===== config.mk =====
export PLATFORM = sky130hd
export DESIGN_NAME = mips32_run_ctrl
export DESIGN_NICKNAME = d
export VERILOG_FILES = /design/src/rtl/mips32_ctrl_pkg.sv /design/src/rtl/mips32_watchdog.sv /design/src/rtl/mips32_run_ctrl.sv
export SDC_FILE = /design/constraint.sdc
export NUM_CORES = 1
export LEC_CHECK = 0
export CELL_PAD_IN_SITES_DETAIL_PLACEMENT = 0
export CELL_PAD_IN_SITES_GLOBAL_PLACEMENT = 1
export CORE_MARGIN = 10
export CORE_UTILIZATION = 26
export DETAILED_ROUTE_END_ITERATION = 7
export PLACE_DENSITY = 0.85
export SYNTH_ARGS = -nofsm -noshare
export SYNTH_HDL_FRONTEND = slang
export SYNTH_SLANG_ARGS = --single-unit

===== constraint.sdc =====
create_clock -name clk_1 -period 1.84 [get_ports clk_1]
set_input_delay 0.276 -clock clk_1 [delete_from_list [all_inputs] [get_ports clk_1]]
set_output_delay 0.276 -clock clk_1 [all_outputs]
set_load 0.05 [all_outputs]

===== src/rtl/mips32_ctrl_pkg.sv =====
`default_nettype none
// ============================================================================
// mips32_ctrl_pkg : shared run-control types and constants for the MIPS32 core
// Rev 1.0
// ============================================================================
package mips32_ctrl_pkg;

  localparam int AW_DEF          = 10;
  localparam int DW_DEF          = 32;
  localparam int RESULT_ADDR_DEF = 198;
  localparam logic [5:0] OPC_HLT = 6'h3F;

  typedef enum logic [2:0] {
    ST_IDLE  = 3'd0,
    ST_LOAD  = 3'd1,
    ST_READY = 3'd2,
    ST_RUN   = 3'd3,
    ST_RD    = 3'd4,
    ST_CAP   = 3'd5,
    ST_DONE  = 3'd6,
    ST_ERR   = 3'd7
  } run_state_e;

endpackage
`default_nettype wire


===== src/rtl/mips32_watchdog.sv =====
`default_nettype none
// ============================================================================
// mips32_watchdog : saturating RUN-cycle counter with timeout compare
// Optional watchdog abort enabled by MIPS32_RUN_TIMEOUT_EN.  Rev 1.0
// ============================================================================
module mips32_watchdog #(
  parameter int TIMEOUT = 4096
) (
  input  logic        clk,
  input  logic        rst,
  input  logic        clear,
  input  logic        en,
  output logic [31:0] count,
  output logic        expired
);

`ifdef MIPS32_RUN_TIMEOUT_EN
  localparam bit WD_ON = 1'b1;
`else
  localparam bit WD_ON = 1'b0;
`endif
  localparam logic [31:0] LIMIT = 32'(TIMEOUT - 1);

  always_ff @(posedge clk) begin
    if (rst || clear) begin
      count <= '0;
    end else if (en && (count != '1)) begin
      count <= count + 32'd1;
    end
  end

  // Compare against the pre-increment value: the TIMEOUT-th RUN cycle aborts.
  assign expired = WD_ON && en && (count == LIMIT);

endmodule
`default_nettype wire


===== src/rtl/mips32_run_ctrl.sv =====
`default_nettype none
// ============================================================================
// mips32_run_ctrl : load / run / read-back sequencer for the MIPS32 core
// Watchdog abort enabled by MIPS32_RUN_TIMEOUT_EN.  Rev 1.0
// ============================================================================
module mips32_run_ctrl
  import mips32_ctrl_pkg::*;
#(
  parameter int AW          = AW_DEF,
  parameter int DW          = DW_DEF,
  parameter int TIMEOUT     = 4096,
  parameter int RESULT_ADDR = RESULT_ADDR_DEF
) (
  input  logic          clk_1,
  input  logic          rst,
  input  logic          ld_valid,
  output logic          ld_ready,
  input  logic [DW-1:0] ld_data,
  input  logic          ld_last,
  input  logic          start,
  output logic          imem_we,
  output logic [AW-1:0] imem_addr,
  output logic [DW-1:0] imem_wdata,
  output logic          core_hold,
  input  logic          core_halted,
  output logic          dmem_re,
  output logic [AW-1:0] dmem_addr,
  input  logic [DW-1:0] dmem_rdata,
  output logic          busy,
  output logic          done,
  output logic          timeout,
  output logic [DW-1:0] result,
  output logic [31:0]   cycle_cnt
);

  run_state_e    state;
  logic [AW-1:0] load_addr;
  logic          xfer;
  logic          run_go;
  logic          wd_en;
  logic          wd_expired;

  // The write lands on the same edge as the handshake.
  assign xfer       = ld_valid & ld_ready;
  assign imem_we    = xfer;
  assign imem_addr  = load_addr;
  assign imem_wdata = ld_data;

  // ld_valid outranks start, and start is ignored before a program is loaded.
  assign run_go = start && !ld_valid && (state inside {ST_READY, ST_DONE, ST_ERR});
  assign wd_en  = (state == ST_RUN);

  mips32_watchdog #(
    .TIMEOUT (TIMEOUT)
  ) u_watchdog (
    .clk     (clk_1),
    .rst     (rst),
    .clear   (run_go),
    .en      (wd_en),
    .count   (cycle_cnt),
    .expired (wd_expired)
  );

  always_ff @(posedge clk_1) begin
    if (rst) begin
      state     <= ST_IDLE;
      load_addr <= '0;
      ld_ready  <= 1'b0;
      core_hold <= 1'b1;
      dmem_re   <= 1'b0;
      dmem_addr <= '0;
      busy      <= 1'b0;
      done      <= 1'b0;
      timeout   <= 1'b0;
      result    <= '0;
    end else begin
      dmem_re <= 1'b0;
      case (state)
        ST_IDLE, ST_READY, ST_DONE, ST_ERR: begin
          if (ld_valid) begin
            state     <= ST_LOAD;
            load_addr <= '0;
            ld_ready  <= 1'b1;
            busy      <= 1'b1;
            done      <= 1'b0;
            timeout   <= 1'b0;
          end else if (run_go) begin
            state     <= ST_RUN;
            core_hold <= 1'b0;
            busy      <= 1'b1;
            done      <= 1'b0;
            timeout   <= 1'b0;
          end
        end
        ST_LOAD: begin
          if (xfer) begin
            load_addr <= load_addr + AW'(1);
            // Filling the top word ends the load even without ld_last.
            if (ld_last || (load_addr == '1)) begin
              state    <= ST_READY;
              ld_ready <= 1'b0;
              busy     <= 1'b0;
            end
          end
        end
        ST_RUN: begin
          if (core_halted) begin
            state     <= ST_RD;
            core_hold <= 1'b1;
            dmem_re   <= 1'b1;
            dmem_addr <= AW'(RESULT_ADDR);
          end else if (wd_expired) begin
            state     <= ST_ERR;
            core_hold <= 1'b1;
            busy      <= 1'b0;
            timeout   <= 1'b1;
          end
        end
        ST_RD: begin
          state <= ST_CAP;
        end
        ST_CAP: begin
          result <= dmem_rdata;
          done   <= 1'b1;
          busy   <= 1'b0;
          state  <= ST_DONE;
        end
        default: begin
          state <= ST_IDLE;
        end
      endcase
    end
  end

endmodule
`default_nettype wire


==> impl_metrics.csv, run 1 <==
group,metric,value,unit
run_status,status,"complete, no violations",
worst_setup_path,crit_slowest_cell,"clkdlybuf4s50_1",
global_routing,first_global_vias,4048,
final_layout,area_growth,49.4,%
routing,via_count,4056,
floorplanning,core,15100,um^2
global_routing,grt_pass1_wl,19.8,mm
worst_setup_path,cp-end-kind,"output port",
power,powerDensity,698,nW/um^2
synth,synthesis.area,3990,um^2
sta,drv_slew,0,
final_layout,multiInputGateArea,2020,um^2
clocking,clock-root-buffer,"clkbuf_16",
worst_setup_path,worstPathBufferInverterCount,1,
final_layout,antennaDiodeCount,0,
final_layout,num-fill-cells,1509,
floorplanning,dieArea,20700,um^2
routing,first_iter_violations,282,
floorplanning,core.rowCount,45,
routing,wirelength,12.7,mm
floorplanning,die_w,144,um
power,p_leak,2.29,nW
worst_setup_path,crit_family,"buffers and inverters",
sta,hold_ws,0.453,ns
clocking,cts_tree,"built",
sta,setup_viol,0,
sta,tightestPinTransition,0.577,ns
global_routing,grt_use_met1,0.125,
sta,period_minus_slack,1.79,ns
worst_setup_path,setup.worst_path.end,"cycle_cnt[16]",
global_routing,antenna_found_initial,0,
job,maxCapViolCount,0,
global_routing,grt_overflow,0,
global_routing,grt_busiest_layer,"met2",
power,p_total,4.16,mW
routing,ant_nets,0,
routing,drc,0,
worst_setup_path,required,1.56,ns
floorplanning,die_h,144,um
worst_setup_path,timing.rr.start,"u_watchdog.count[16]",
synth,avgSynthCellArea,7.96,um^2
worst_setup_path,critPathMaxFanout,5,
worst_setup_path,crit_start,"u_watchdog.count[16]",
floorplanning,io_pins,193,
global_routing,use_met2,0.197,
final_layout,drive_above_1_share,0.279,
floorplanning,start_util,0.263,
worst_setup_path,r2r_end,"u_watchdog.count[31]",
hold_path,hp-class,"reg2reg",
synth,ys_types,43,
worst_setup_path,crit_cells,1,
final_layout,layout_commonest_cell,"buf_4",
worst_setup_path,critPathMaxStageDelay,0.80,ns
clocking,ctsHoldBuffers,0,
synth,ys_ff_latch,83,
sta,relSlewSlack,0.614,
final_layout,final_cell_mix,"104 x buf_4, 99 x nand2_1, 65 x clkdlybuf4s50_1",
clocking,cts_buffer_depth,2,
synth,ys_seq_area_frac,0.417,
worst_setup_path,path_cells,"clkdlybuf4s50_1",
clocking,h-tree-depth,3,
sta,hold_viol,0,
final_layout,final_nets,712,
synth,ys.flop_type,"dfxtp_1",
final_layout,finish.utilization,0.394,
placement,place_congestion,0.895,
worst_setup_path,worst_ep_arrival_time,1.52,ns
sta,clock_skew,0.00897,ns
worst_setup_path,critPathLaunchType,"flip-flop",
clocking,cts_made_buffers,9,
synth,synth_edf_count,0,
synth,syn_inst,501,
routing,wl_per_cell,15.2,um
clocking,worst_skew_pair.late_latency,0.35,ns
worst_setup_path,reg2regPathDepth,7,
routing,drt-pass1-iter-count,4,
power,vdd_drop_max,0.517,mV
placement,numPortBuffers,121,
clocking,path_clk_slew,0.07,ns
sta,timing.fmax,558,MHz
global_routing,grtUsageMet3,0.0667,
synth,yosysWarnings,0,
worst_setup_path,r2r_setup_slack,0.05,ns
global_routing,grt_max_degree,37,
sta,grt_setup_unrepaired,"true",
global_routing,grt_use_total,0.120,
final_layout,regArea,1740,um^2
placement,dpl.hpwl,9.74,mm
routing,drt-vias-per-instance,4.87,
synth,synthArstFlopShare,0,
worst_setup_path,critPathKind,"reg2out",
clocking,cts_sinks,83,
sta,period_share,0.975,
[power breakdown]
group / total, mW / internal (mW) / switching [mW]
clock network: 1.82 / 0.983 / 0.832
registers: 1.83 / 1.80 / 0.0241
logic: 0.519 / 0.214 / 0.306
total: 4.16 / 3.00 / 1.16
[how the worst min path moves through the flow]
stage,from,to,slack (ns),cells past startpoint
floorplan,dmem_rdata[28],result[28],0.41,2
global placement,result[18],result[18],0.44,2
detailed placement,result[4],result[4],0.45,2
CTS,dmem_rdata[4],result[4],0.45,3
global route,dmem_rdata[4],result[4],0.46,3
finish,result[4],result[4],0.45,2
[cell families after synthesis]
kind of cell / count (synthesis) / synth area share
other: 1 / 0.000940
muxes: 3 / 0.00753
adders and majority gates: 2 / 0.00627
buffers and inverters: 76 / 0.112
AOI/OAI and AO/OA: 108 / 0.163
and+or+nand+nor: 214 / 0.263
DFF: 83 / 0.417
xor gates and xnor gates: 14 / 0.0307
[registers in the layout, summed over array words and instances, names as in the netlist]
signal and flops:
state 3, done 1, dmem_addr 1, dmem_re 1
imem_addr 10, busy 1, core_hold 1, result 32
u_watchdog.count 32, ld_ready 1
[synth_stat cells (all sizes together) (4+ instances only)]
master  instances  area share
a21oi          59       0.074
and2            4      0.0063
and3            4      0.0063
and4            6       0.013
buf            44       0.082
clkbuf         19       0.018
dfxtp          83        0.42
inv            13       0.012
nand2          99       0.093
nand3          13       0.016
nand4          12       0.023
nor2           27       0.025
nor2b           4      0.0063
nor3           11       0.014
nor4            5       0.012
o211ai          6       0.011
o21ai          20       0.025
o31ai           6       0.013
or3            15       0.024
or4             8       0.015
xnor2          10       0.022
xor2            4      0.0088
[routing by layer]
layer | vias up | share of wire
met3 | 27 | 0.12
met2 | 147 | 0.47
met4 | 0 | 0.018
li1 | 1986 | -
met1 | 1896 | 0.39
met5 | - | 0
[layout make-up]
| class | instances | share of cell area |
|---|---|---|
| Multi-Input combinational cell | 348 | 0.338 |
| Timing Repair Buffer | 185 | 0.273 |
| Clock inverter | 6 | 0.00945 |
| Sequential cell | 83 | 0.292 |
| Tap cell | 188 | 0.0395 |
| Clock buffer | 10 | 0.0401 |
| Inverter | 13 | 0.00819 |
[what timing repair did]
| item | in CTS | in global routing |
|---|---|---|
| pin swaps | 1 | 5 |
| setup buffers | 1 | 2 |
| endpoints found under the setup margin | 15 | 29 |
| gates resized for setup | 9 | 29 |
| endpoints found under the hold margin | 0 | 0 |
[per-stage QoR]
step           setup TNS, ns  area [um^2]  cells  worst slack (ns)
2_1_floorplan          -1.47         4100    507            -0.137
3_3_place_gp          -0.355         5520    814           -0.0638
3_5_place_dp           -1.13         5520    814            -0.162
4_1_cts                    0         5850    831           0.00386
5_1_grt               -0.162         5960    833           -0.0428
6_report                   0         5960    833            0.0468
Power figures use the tool's default switching activity.
==> run 2, diff against run 1 <==
--- a/config.mk
+++ b/config.mk
@@ -7,10 +7,10 @@
 export LEC_CHECK = 0
 export CELL_PAD_IN_SITES_DETAIL_PLACEMENT = 0
 export CELL_PAD_IN_SITES_GLOBAL_PLACEMENT = 1
-export CORE_MARGIN = 10
-export CORE_UTILIZATION = 26
+export CORE_MARGIN = 4
+export CORE_UTILIZATION = 28
 export DETAILED_ROUTE_END_ITERATION = 7
-export PLACE_DENSITY = 0.85
+export PLACE_DENSITY = 0.86
 export SYNTH_ARGS = -nofsm -noshare
 export SYNTH_HDL_FRONTEND = slang
 export SYNTH_SLANG_ARGS = --single-unit
==> constraint.sdc (replaced) <==
create_clock -name clk_1 -period 1.7 [get_ports clk_1]
set_input_delay 0.255 -clock clk_1 [delete_from_list [all_inputs] [get_ports clk_1]]
set_output_delay 0.255 -clock clk_1 [all_outputs]
set_load 0.05 [all_outputs]
==> run 2 against run 1 <==
Against the previous run:
- the flow now finishes with violations (setup timing)
- first-iteration DRC count fell by 27%
- register-to-register slack got worse by 0.23 ns
- largest power group unchanged
- cell area increased by 7.9%
- clock power up 4%
- sequential share of layout area decreased by 1.8 points
- total power up 7.6%
- sequential power grew 8%
- die area shrank 22%
- count of clock-buffer cells in the layout unchanged
- clock skew increased by 0.0043 ns
==> impl_metrics.csv, run 2 (synthesized netlist as in run 1, its figures left out) <==
group,metric,value,unit
clocking,path_clk_slew,0.07,ns
global_routing,antenna_found_initial,0,
hold_path,hp-class,"in2reg",
final_layout,num-fill-cells,1304,
run_status,status,"finished, violations left",
global_routing,first_global_vias,4026,
clocking,cts_tree,"built",
sta,timing.fmax,532,MHz
sta,period_minus_slack,1.88,ns
clocking,cts_buffer_depth,2,
power,vdd_drop_max,0.632,mV
sta,grt_setup_unrepaired,"true",
sta,setup_viol,24,
sta,clock_skew,0.0132,ns
power,powerDensity,696,nW/um^2
clocking,h-tree-depth,3,
final_layout,final_nets,752,
worst_setup_path,cp-end-kind,"flip-flop",
worst_setup_path,required,1.97,ns
global_routing,grt_pass1_wl,19.5,mm
worst_setup_path,timing.rr.start,"u_watchdog.count[0]",
final_layout,drive_above_1_share,0.426,
sta,hold_viol,0,
hold_path,worstHoldStart,"dmem_rdata[21]",
clocking,cts_sinks,83,
routing,wirelength,12.6,mm
sta,period_share,1.11,
final_layout,antennaDiodeCount,0,
final_layout,area_growth,61.3,%
global_routing,grt_max_degree,34,
final_layout,finish.utilization,0.462,
global_routing,grt_overflow,0,
worst_setup_path,worst_ep_arrival_time,2.15,ns
routing,wl_per_cell,14.5,um
floorplanning,start_util,0.286,
routing,drt-vias-per-instance,4.89,
final_layout,final_cell_mix,"170 x buf_4, 97 x nand2_1, 54 x a21oi_1",
placement,dp.cells,830,
routing,drc,0,
final_layout,final-instance-count-excl-fill,865,
job,maxCapViolCount,0,
floorplanning,die_h,127,um
routing,ant_nets,0,
run_status,violations,"setup timing",
placement,dpl.hpwl,9.15,mm
routing,via_count,4234,
sta,fin_ws,-0.179,ns
worst_setup_path,critPathMaxFanout,8,
clocking,worst_skew_pair.late_latency,0.35,ns
floorplanning,die_w,127,um
floorplanning,core.rowCount,43,
clocking,clock-root-buffer,"clkbuf_16",
final_layout,final_cell_area,6430,um^2
worst_setup_path,crit_start,"u_watchdog.count[0]",
placement,pre_cts_slack,-0.215,ns
floorplanning,io_pins,193,
routing,drt-pass1-iter-count,4,
placement,place_congestion,0.834,
clocking,cts_made_buffers,9,
worst_setup_path,critPathLaunchType,"flip-flop",
worst_setup_path,critPathKind,"reg2reg",
placement,numPortBuffers,121,
final_layout,layout_commonest_cell,"buf_4",
floorplanning,core,13900,um^2
routing,first_iter_violations,207,
floorplanning,dieArea,16200,um^2
sta,drv_slew,0,
global_routing,grt_use_total,0.148,
placement,place_area,5620,um^2
power,p_leak,2.53,nW
[run 2: where the power goes]
part	switching, mW	internal [mW]	leakage [nW]	total [mW]
logic	0.346	0.260	1.70	0.606
registers	0.0251	1.94	0.693	1.97
clock network	0.858	1.04	0.139	1.90
[run 2: path summary, 6_finish.rpt]
| kind | to | slack, ns | cells past startpoint |
|---|---|---|---|
| worst min-delay path | result[21] | 0.44 | 3 |
| worst min register to register | result[11] | 0.46 | 2 |
| worst max-delay path | u_watchdog.count[9] | -0.18 | 10 |
| worst max register to register | u_watchdog.count[9] | -0.18 | 10 |
[run 2: layout make-up]
class	instances	area (um^2)	share of cell area
well taps	180	225	0.0350
flip-flops and latches	83	1760	0.273
inverters	13	48.8	0.00758
repair buffers	225	1880	0.292
clock inverters	6	47.5	0.00739
multi-input cells	348	2240	0.348
clock buffers	10	239	0.0371
[run 2: critical path: stages, from the launching register on]
cell and delay (ns):
dfxtp_4 0.35, ha_4 0.16, buf_6 0.11, and2_4 0.14, nand4_1 0.11, buf_4 0.16, buf_6 0.10, o31ai_4 0.05
buf_6 0.14, or3_1 0.34, a21oi_1 0.15
[run 2: what timing repair did]
action	CTS	global route
setup buffers	9	12
cloned	0	0
endpoints found under the setup margin	25	38
hold buffers	0	0
pin swaps	19	34
resized for setup	22	68
[run 2: through the flow]
stage                     setup TNS (ns)  hold WS [ns]  power (mW)
after floorplan                    -4.31         0.391        2.54
after global routing               -4.61         0.447        4.69
after global placement             -2.91         0.444        2.57
after CTS                          -1.66         0.426        4.51
final                              -2.36         0.445        4.48
after detailed placement           -3.85         0.453        2.57
[run 2: metal layers]
layer | up-vias | track usage | wire length (um)
met5 | - | 0 | 0
met4 | 0 | 0.0467 | 129
met3 | 16 | 0.0656 | 1210
met2 | 160 | 0.245 | 6220
met1 | 1991 | 0.172 | 5010
li1 | 2067 | - | -
